===== config.mk =====
export PLATFORM = sky130hd
export DESIGN_NAME = conv_win3x3_flat
export DESIGN_NICKNAME = d
export VERILOG_FILES = /design/src/rtl/cnn_pkg.sv /design/src/rtl/conv_win3x3_if.sv /design/src/rtl/win_linebuf.sv /design/src/rtl/conv_win3x3.sv /design/src/flat_wrapper.sv
export SDC_FILE = /design/constraint.sdc
export NUM_CORES = 2
export LEC_CHECK = 0
export ABC_AREA = 0
export BUFFER_PORTS_ARGS = -buffer_cell sky130_fd_sc_hd__buf_2
export CAP_MARGIN = 25
export CORE_MARGIN = 4
export CORE_UTILIZATION = 59
export CTS_CLUSTER_SIZE = 14
export DETAILED_ROUTE_END_ITERATION = 10
export PLACE_DENSITY = 0.77
export REMOVE_ABC_BUFFERS = 1
export SYNTH_ARGS = -nofsm -noshare
export SYNTH_HDL_FRONTEND = slang
export SYNTH_SLANG_ARGS = --single-unit

===== constraint.sdc =====
create_clock -name rclk -period 107.5 [get_ports rclk]
set_input_delay 0 -clock rclk [delete_from_list [all_inputs] [get_ports rclk]]
set_output_delay 0 -clock rclk [all_outputs]
set_load 0.02 [all_outputs]

===== src/rtl/cnn_pkg.sv =====
// Shared constants and helpers for the 3x3 window front end of the CNN pipeline.
package cnn_pkg;

    // Default pixel width and image geometry
    localparam int unsigned W_DEF  = 32;
    localparam int unsigned IW_DEF = 28;
    localparam int unsigned IH_DEF = 28;

    // Window geometry; window slot (r, c) lives at index WIN_COLS*r + c
    localparam int unsigned WIN_ROWS = 3;
    localparam int unsigned WIN_COLS = 3;
    localparam int unsigned WIN_N    = WIN_ROWS * WIN_COLS;
    localparam int unsigned WIN_TOP  = 0;
    localparam int unsigned WIN_MID  = 1;
    localparam int unsigned WIN_BOT  = 2;

    // Bits needed to count 0..n-1 (never less than 1)
    function automatic int unsigned clog2w(input int unsigned n);
        int unsigned r;
        r = 1;
        for (int unsigned i = 1; i < 32; i++) begin
            if ((32'd1 << i) < n) r = i + 1;
        end
        return r;
    endfunction

endpackage


===== src/rtl/conv_win3x3_if.sv =====
// Window output handshake: valid/ready with data and end-of-frame marker.
interface conv_win3x3_if
    import cnn_pkg::*;
#(
    parameter int unsigned W = W_DEF
) ();

    logic               win_valid;
    logic               win_ready;
    logic [9*W-1:0]     win_data;
    logic               win_last;

    modport master (
        output win_valid,
        output win_data,
        output win_last,
        input  win_ready
    );

    modport slave (
        input  win_valid,
        input  win_data,
        input  win_last,
        output win_ready
    );

endinterface


===== src/rtl/win_linebuf.sv =====
// Two chained IW-deep line buffers; one write per consumed pixel, contents never reset.
module win_linebuf
    import cnn_pkg::*;
#(
    parameter int unsigned W  = W_DEF,
    parameter int unsigned IW = IW_DEF
) (
    input  logic         clk_i,
    input  logic         en_i,
    input  logic [W-1:0] din_i,
    output logic [W-1:0] row1_o,   // pixel one row above the incoming one
    output logic [W-1:0] row2_o    // pixel two rows above the incoming one
);

    logic [W-1:0] line1_q [IW];
    logic [W-1:0] line1_d [IW];
    logic [W-1:0] line2_q [IW];
    logic [W-1:0] line2_d [IW];

    // Shift both lines by one pixel on each enabled cycle; line 2 is fed from line 1's tail
    always_comb begin
        line1_d = line1_q;
        line2_d = line2_q;
        if (en_i) begin
            line1_d[0] = din_i;
            line2_d[0] = line1_q[IW-1];
            for (int i = 1; i < IW; i++) begin
                line1_d[i] = line1_q[i-1];
                line2_d[i] = line2_q[i-1];
            end
        end
    end

    // Line storage
    always_ff @(posedge clk_i) begin
        line1_q <= line1_d;
        line2_q <= line2_d;
    end

    assign row1_o = line1_q[IW-1];
    assign row2_o = line2_q[IW-1];

endmodule


===== src/rtl/conv_win3x3.sv =====
// 3x3 sliding-window generator fed by a 1-cycle-latency FIFO, with a 2-entry input skid.
module conv_win3x3
    import cnn_pkg::*;
#(
    parameter int unsigned W  = W_DEF,
    parameter int unsigned IW = IW_DEF,
    parameter int unsigned IH = IH_DEF
) (
    input  logic          rclk,
    input  logic          rrst,
    input  logic          rclr,
    input  logic [W-1:0]  din,
    input  logic          rempty,
    output logic          re,
    conv_win3x3_if.master win,
    output logic          frame_done
);

    localparam int unsigned CW = clog2w(IW);
    localparam int unsigned RW = clog2w(IH);

    logic          clr;
    logic          push;
    logic          consume;
    logic [W-1:0]  pix;
    logic [W-1:0]  lb_row1;
    logic [W-1:0]  lb_row2;

    logic [1:0]    skid_cnt_q, skid_cnt_d;
    logic [W-1:0]  skid_q [2];
    logic [W-1:0]  skid_d [2];
    logic          inflight_q, inflight_d;
    logic [CW-1:0] col_q, col_d;
    logic [RW-1:0] row_q, row_d;
    logic [W-1:0]  win_q [WIN_N];
    logic [W-1:0]  win_d [WIN_N];
    logic          win_valid_q, win_valid_d;
    logic          win_last_q, win_last_d;
    logic          frame_done_q, frame_done_d;

    assign clr = rrst | rclr;

    // Never issue a read that the skid could not absorb; a read during clear would be discarded
    assign re = !clr && !rempty && ((skid_cnt_q + {1'b0, inflight_q}) < 2'd2);

    // Next-state for skid, counters, window and output handshake
    always_comb begin
        push         = inflight_q;
        consume      = (skid_cnt_q != 2'd0) && (!win_valid_q || win.win_ready);
        pix          = skid_q[0];
        skid_d       = skid_q;
        skid_cnt_d   = skid_cnt_q + {1'b0, push} - {1'b0, consume};
        inflight_d   = re;
        col_d        = col_q;
        row_d        = row_q;
        win_d        = win_q;
        win_valid_d  = win_valid_q;
        win_last_d   = win_last_q;
        frame_done_d = win_valid_q && win.win_ready && win_last_q;

        case ({push, consume})
            2'b10: skid_d[skid_cnt_q[0]] = din;
            2'b01: skid_d[0] = skid_q[1];
            2'b11: begin
                if (skid_cnt_q == 2'd1) begin
                    skid_d[0] = din;
                end else begin
                    skid_d[0] = skid_q[1];
                    skid_d[1] = din;
                end
            end
            default: ;
        endcase

        if (consume) begin
            for (int r = 0; r < 3; r++) begin
                win_d[3*r]     = win_q[3*r+1];
                win_d[3*r + 1] = win_q[3*r+2];
            end
            win_d[WIN_COLS*WIN_TOP + 2] = lb_row2;
            win_d[WIN_COLS*WIN_MID + 2] = lb_row1;
            win_d[WIN_COLS*WIN_BOT + 2] = pix;

            if (col_q == CW'(IW - 1)) begin
                col_d = '0;
                row_d = (row_q == RW'(IH - 1)) ? '0 : row_q + RW'(1);
            end else begin
                col_d = col_q + CW'(1);
            end

            // Window columns are all from the current frame once col >= 2 and row >= 2
            win_valid_d = (row_q >= RW'(2)) && (col_q >= CW'(2));
            win_last_d  = win_valid_d && (row_q == RW'(IH - 1)) && (col_q == CW'(IW - 1));
        end else if (win_valid_q && win.win_ready) begin
            win_valid_d = 1'b0;
            win_last_d  = 1'b0;
        end
    end

    // Control and window state, cleared by reset or frame abort
    always_ff @(posedge rclk) begin
        if (clr) begin
            skid_cnt_q   <= '0;
            inflight_q   <= 1'b0;
            col_q        <= '0;
            row_q        <= '0;
            win_valid_q  <= 1'b0;
            win_last_q   <= 1'b0;
            frame_done_q <= 1'b0;
            for (int i = 0; i < WIN_N; i++) win_q[i] <= '0;
        end else begin
            skid_cnt_q   <= skid_cnt_d;
            inflight_q   <= inflight_d;
            col_q        <= col_d;
            row_q        <= row_d;
            win_valid_q  <= win_valid_d;
            win_last_q   <= win_last_d;
            frame_done_q <= frame_done_d;
            win_q        <= win_d;
        end
    end

    // Skid payload; only meaningful below skid_cnt_q
    always_ff @(posedge rclk) begin
        skid_q <= skid_d;
    end

    win_linebuf #(
        .W  (W),
        .IW (IW)
    ) u_linebuf (
        .clk_i  (rclk),
        .en_i   (consume && !clr),
        .din_i  (pix),
        .row1_o (lb_row1),
        .row2_o (lb_row2)
    );

    // Flatten the window registers onto the output bus
    always_comb begin
        win.win_data = '0;
        for (int i = 0; i < WIN_N; i++) begin
            win.win_data[i*W +: W] = win_q[i];
        end
    end

    assign win.win_valid = win_valid_q;
    assign win.win_last  = win_last_q;
    assign frame_done    = frame_done_q;

endmodule

===== src/flat_wrapper.sv =====
// flat-port wrapper written by rule: the top's interface ports become plain ports
module conv_win3x3_flat import cnn_pkg::*;
#(
    parameter int unsigned W  = W_DEF,
    parameter int unsigned IW = IW_DEF,
    parameter int unsigned IH = IH_DEF
)
  (rclk, rrst, rclr, din, rempty, re, frame_done, win_win_valid, win_win_data, win_win_last, win_win_ready);
  conv_win3x3_if #(.W(W)) win_i ();
  input  logic rclk;
  input  logic rrst;
  input  logic rclr;
  input  logic [W-1:0] din;
  input  logic rempty;
  output logic re;
  output logic frame_done;
  output wire logic [$bits(win_i.win_valid)-1:0] win_win_valid;
  output wire logic [$bits(win_i.win_data)-1:0] win_win_data;
  output wire logic [$bits(win_i.win_last)-1:0] win_win_last;
  input wire logic [$bits(win_i.win_ready)-1:0] win_win_ready;
  assign win_win_valid = win_i.win_valid;
  assign win_win_data = win_i.win_data;
  assign win_win_last = win_i.win_last;
  assign win_i.win_ready = win_win_ready;
  conv_win3x3 #(.W(W), .IW(IW), .IH(IH)) u_core (.rclk(rclk), .rrst(rrst), .rclr(rclr), .din(din), .rempty(rempty), .re(re), .win(win_i), .frame_done(frame_done));
endmodule

==> impl_metrics.py <==
metrics = {
    "global_route": {
        "track_usage_pct": 15.72,
        "antenna_found_initial": 1,
        "grt_pass1_vias": 27798,
        "overflow": 0,
        "grt_pass1_wl_mm": 147.7,
        "grt_max_degree": 202,
    },
    "floorplan": {
        "die-width_um": 345.0,
        "die_area_um2": 119000,
        "initial_utilization_pct": 59.47,
        "die_y_um": 345.0,
        "ios": 329,
        "core_um2": 112700,
        "num_rows": 123,
    },
    "sta": {
        "rsz0062_at_grt": "false",
        "slew_headroom_pct": 29.85,
        "slew_viol_final": 0,
        "layout_min_cycle_time_ns": 6.974,
        "fin_skew_ns": 0.02657,
        "finalCritPeriodShare_pct": 6.487,
        "hold_viol_final": 0,
        "fin_setup_tns_ns": 0,
        "worst_slew_pin_slew_ns": 1.052,
        "timing.fmax_mhz": 143.4,
        "setup_violations": 0,
    },
    "place": {
        "gp_congestion": 0.7427,
        "io_buffers": 328,
        "placed_cell_area_um2": 70330,
        "dp_hpwl_mm": 45.90,
    },
    "setup_path": {
        "startpoint": "u_core.win.win_valid$_SDFFE_PP0P_",
        "start_kind": "flip-flop",
        "worst-path-max-fanout": 109,
        "rr_startpoint": "u_core.win.win_valid$_SDFFE_PP0P_",
        "endpoint_kind": "flip-flop",
        "reg2reg_slack_ns": 100.53,
        "reg2reg_depth": 8,
        "worstPathArrival_ns": 7.35,
        "path_class": "reg2reg",
        "timing.rr.end": "u_core.u_linebuf.line2_q[468]$_DFFE_PP_",
        "crit_path_end": "u_core.u_linebuf.line2_q[468]$_DFFE_PP_",
        "cp.required_ns": 107.88,
    },
    "synthesis": {
        "synthesis.area_um2": 67000,
        "ys_ff_latch": 2160,
        "synthDistinctLibCells": 40,
        "synth-edff-count": 1856,
        "seq_area_frac_synth_pct": 92.27,
        "ys.flop_type": "edfxtp_1",
        "async_reset_ff_share_pct": 0,
        "synthCells": 3279,
        "yosysWarnings": 0,
        "avgSynthCellArea_um2": 20.43,
    },
    "route": {
        "vias": 28099,
        "drtIter0Drc": 2089,
        "firstDrtPassIters": 5,
        "via_per_inst": 5.153,
        "finalWirelength_mm": 94.72,
        "drc": 0,
        "avgRoutedWirePerCell_um": 17.37,
        "ant_nets": 0,
    },
    "clocking": {
        "clk_latency_ns": 0.76,
        "cts_hold_buffers": 41,
        "clock_sinks": 2160,
        "cts-resized-gates": 0,
        "cts_buffers": 199,
        "cts_root_buf": "clkbuf_16",
        "clk_path_buf_depth": 3,
        "htreeDepth": 4,
        "cts_tree": "done",
        "clk_pin_slew_worst_paths_ns": 0.06,
        "postCtsSetupBuffers": 0,
    },
    "run_status": {
        "run_status": "completed",
    },
    "cells_and_area": {
        "n_antenna_cell": 0,
        "syn2layout_area_growth_pct": 15.27,
        "stdcell_area_um2": 77230,
        "final_nets": 3825,
        "drive_above_1_share_pct": 16.75,
    },
    "hold_path": {
        "hold_depth": 3,
        "hold_class": "in2reg",
    },
    "power": {
        "ir_drop_mv": 0.01296,
        "leakage_nw": 24.76,
        "powerDensity_nw_per_um2": 20.93,
    },
    "run": {
        "drv_cap": 0,
    },
}
[state kept, by name, indices dropped and copies added, names as in the netlist, 2 cells and up]
register and flops:
u_core.row_q 5, u_core.skid_cnt_q 2, u_core.skid_q 32, u_core.win.win_data 288
u_core.pix 32, u_core.u_linebuf.row1_o 32, u_core.u_linebuf.line2_q 864, u_core.u_linebuf.row2_o 32
u_core.u_linebuf.line1_q 864, u_core.col_q 5
[cells by family (layout without fill, tap and decap cells)]
family	Yosys count	count (layout)	share of synthesized area [%]
DFF	2160	2160	92.27
buffers and inverters	113	787	0.8497
AOI/OAI and AO/OA	340	340	2.760
and+or+nand+nor	655	655	3.937
muxes	3	3	0.04482
adders and majority gates	6	6	0.1120
xor gates and xnor gates	2	2	0.02615
[critical path, stage by stage, from the launching register on]
cell and delay, ns:
dfxtp_1 0.37, nand2b_1 0.38, nand2_8 0.49, nor2_4 0.94
buf_4 0.81, buf_4 0.86, buf_4 0.76, buf_4 0.86
buf_4 0.82
[through the flow]
step	instances	hold WS [ns]	power (W)	util, %	setup WS, ns
after CTS	5445	0.003289	0.001638	68.37	100.38
final	5453	0.08565	0.001616	68.55	100.53
after floorplan	3171	0.07931	0.0009994	-	24.03
after detailed placement	5032	0.1935	0.0009651	62.43	100.38
after global placement	5030	0.1838	0.0009636	62.38	100.61
after global routing	5453	0.05538	0.001678	68.55	99.96
[cells in the mapped netlist (all sizes together) (2+ instances only)]
master  number  area [µm²]
edfxtp    1856       55730
nand2      585        2198
dfxtp      304        6086
a21oi      295        1476
buf         65       387.9
clkbuf      43       162.7
a22o        32       280.3
and2b       25       187.7
nor2        15       56.30
nor2b        9       56.30
ha           6       75.07
nor3         6       41.29
inv          5       18.76
nand3        5       25.02
o21ai        4       20.02
mux2i        3       30.03
a211oi       2       15.01
or2          2       12.51
[cell type report]
class                   count  area [µm²]
clock buffers             302        5728
fillers                  6960       35420
inverters                   5       26.28
multi-input cells        1006        4668
well taps                1500        1877
flip-flops and latches   2160       61820
clock inverters            70       545.5
repair buffers            410        2565
[power breakdown]
group | switching, W | internal [W] | leakage [nW] | total, W
clock network | 0.000287 | 0.000380 | 3.07 | 0.000667
registers | 0.00000431 | 0.000916 | 18.5 | 0.000921
logic | 0.0000219 | 0.00000635 | 3.20 | 0.0000282
total | 0.000313 | 0.00130 | 24.8 | 0.00162
[worst min-delay path by stage]
stage / start / endpoint / slack [ns]
after floorplan: rempty / u_core.inflight_q$_SDFF_PP0_ / 0.08
after global placement: rempty / u_core.inflight_q$_SDFF_PP0_ / 0.18
after detailed placement: rempty / u_core.inflight_q$_SDFF_PP0_ / 0.19
after CTS: din[23] / u_core.skid_q[23]$_DFFE_PP_ / 0.003
after global routing: din[12] / u_core.skid_q[12]$_DFFE_PP_ / 0.06
final: din[4] / u_core.pix[4]$_DFFE_PP_ / 0.09
[layer usage]
layer | routed length [µm] | track usage, %
met5 | 0 | 0
met2 | 44450 | 24.47
met4 | 2397 | 5.770
met3 | 5708 | 3.719
met1 | 42170 | 22.18
[placed cells by master, fill, tap and decap left out, drive strengths merged, types with 2 or more instances in the layout]
cell and n:
a211oi 2, nand3 5, nand2 585, inv 10, a22o 32, clkinv 55, bufinv 5, clkinvlp 5
o21ai 4, edfxtp 1856, nor2b 9, clkbuf 302, nor2 15, dfxtp 304, and2b 25, dlygate4sd3 41
buf 369, a21oi 295, ha 6, mux2i 3, or2 2, nor3 6
Note: power is estimated with default switching activity, not from simulation.
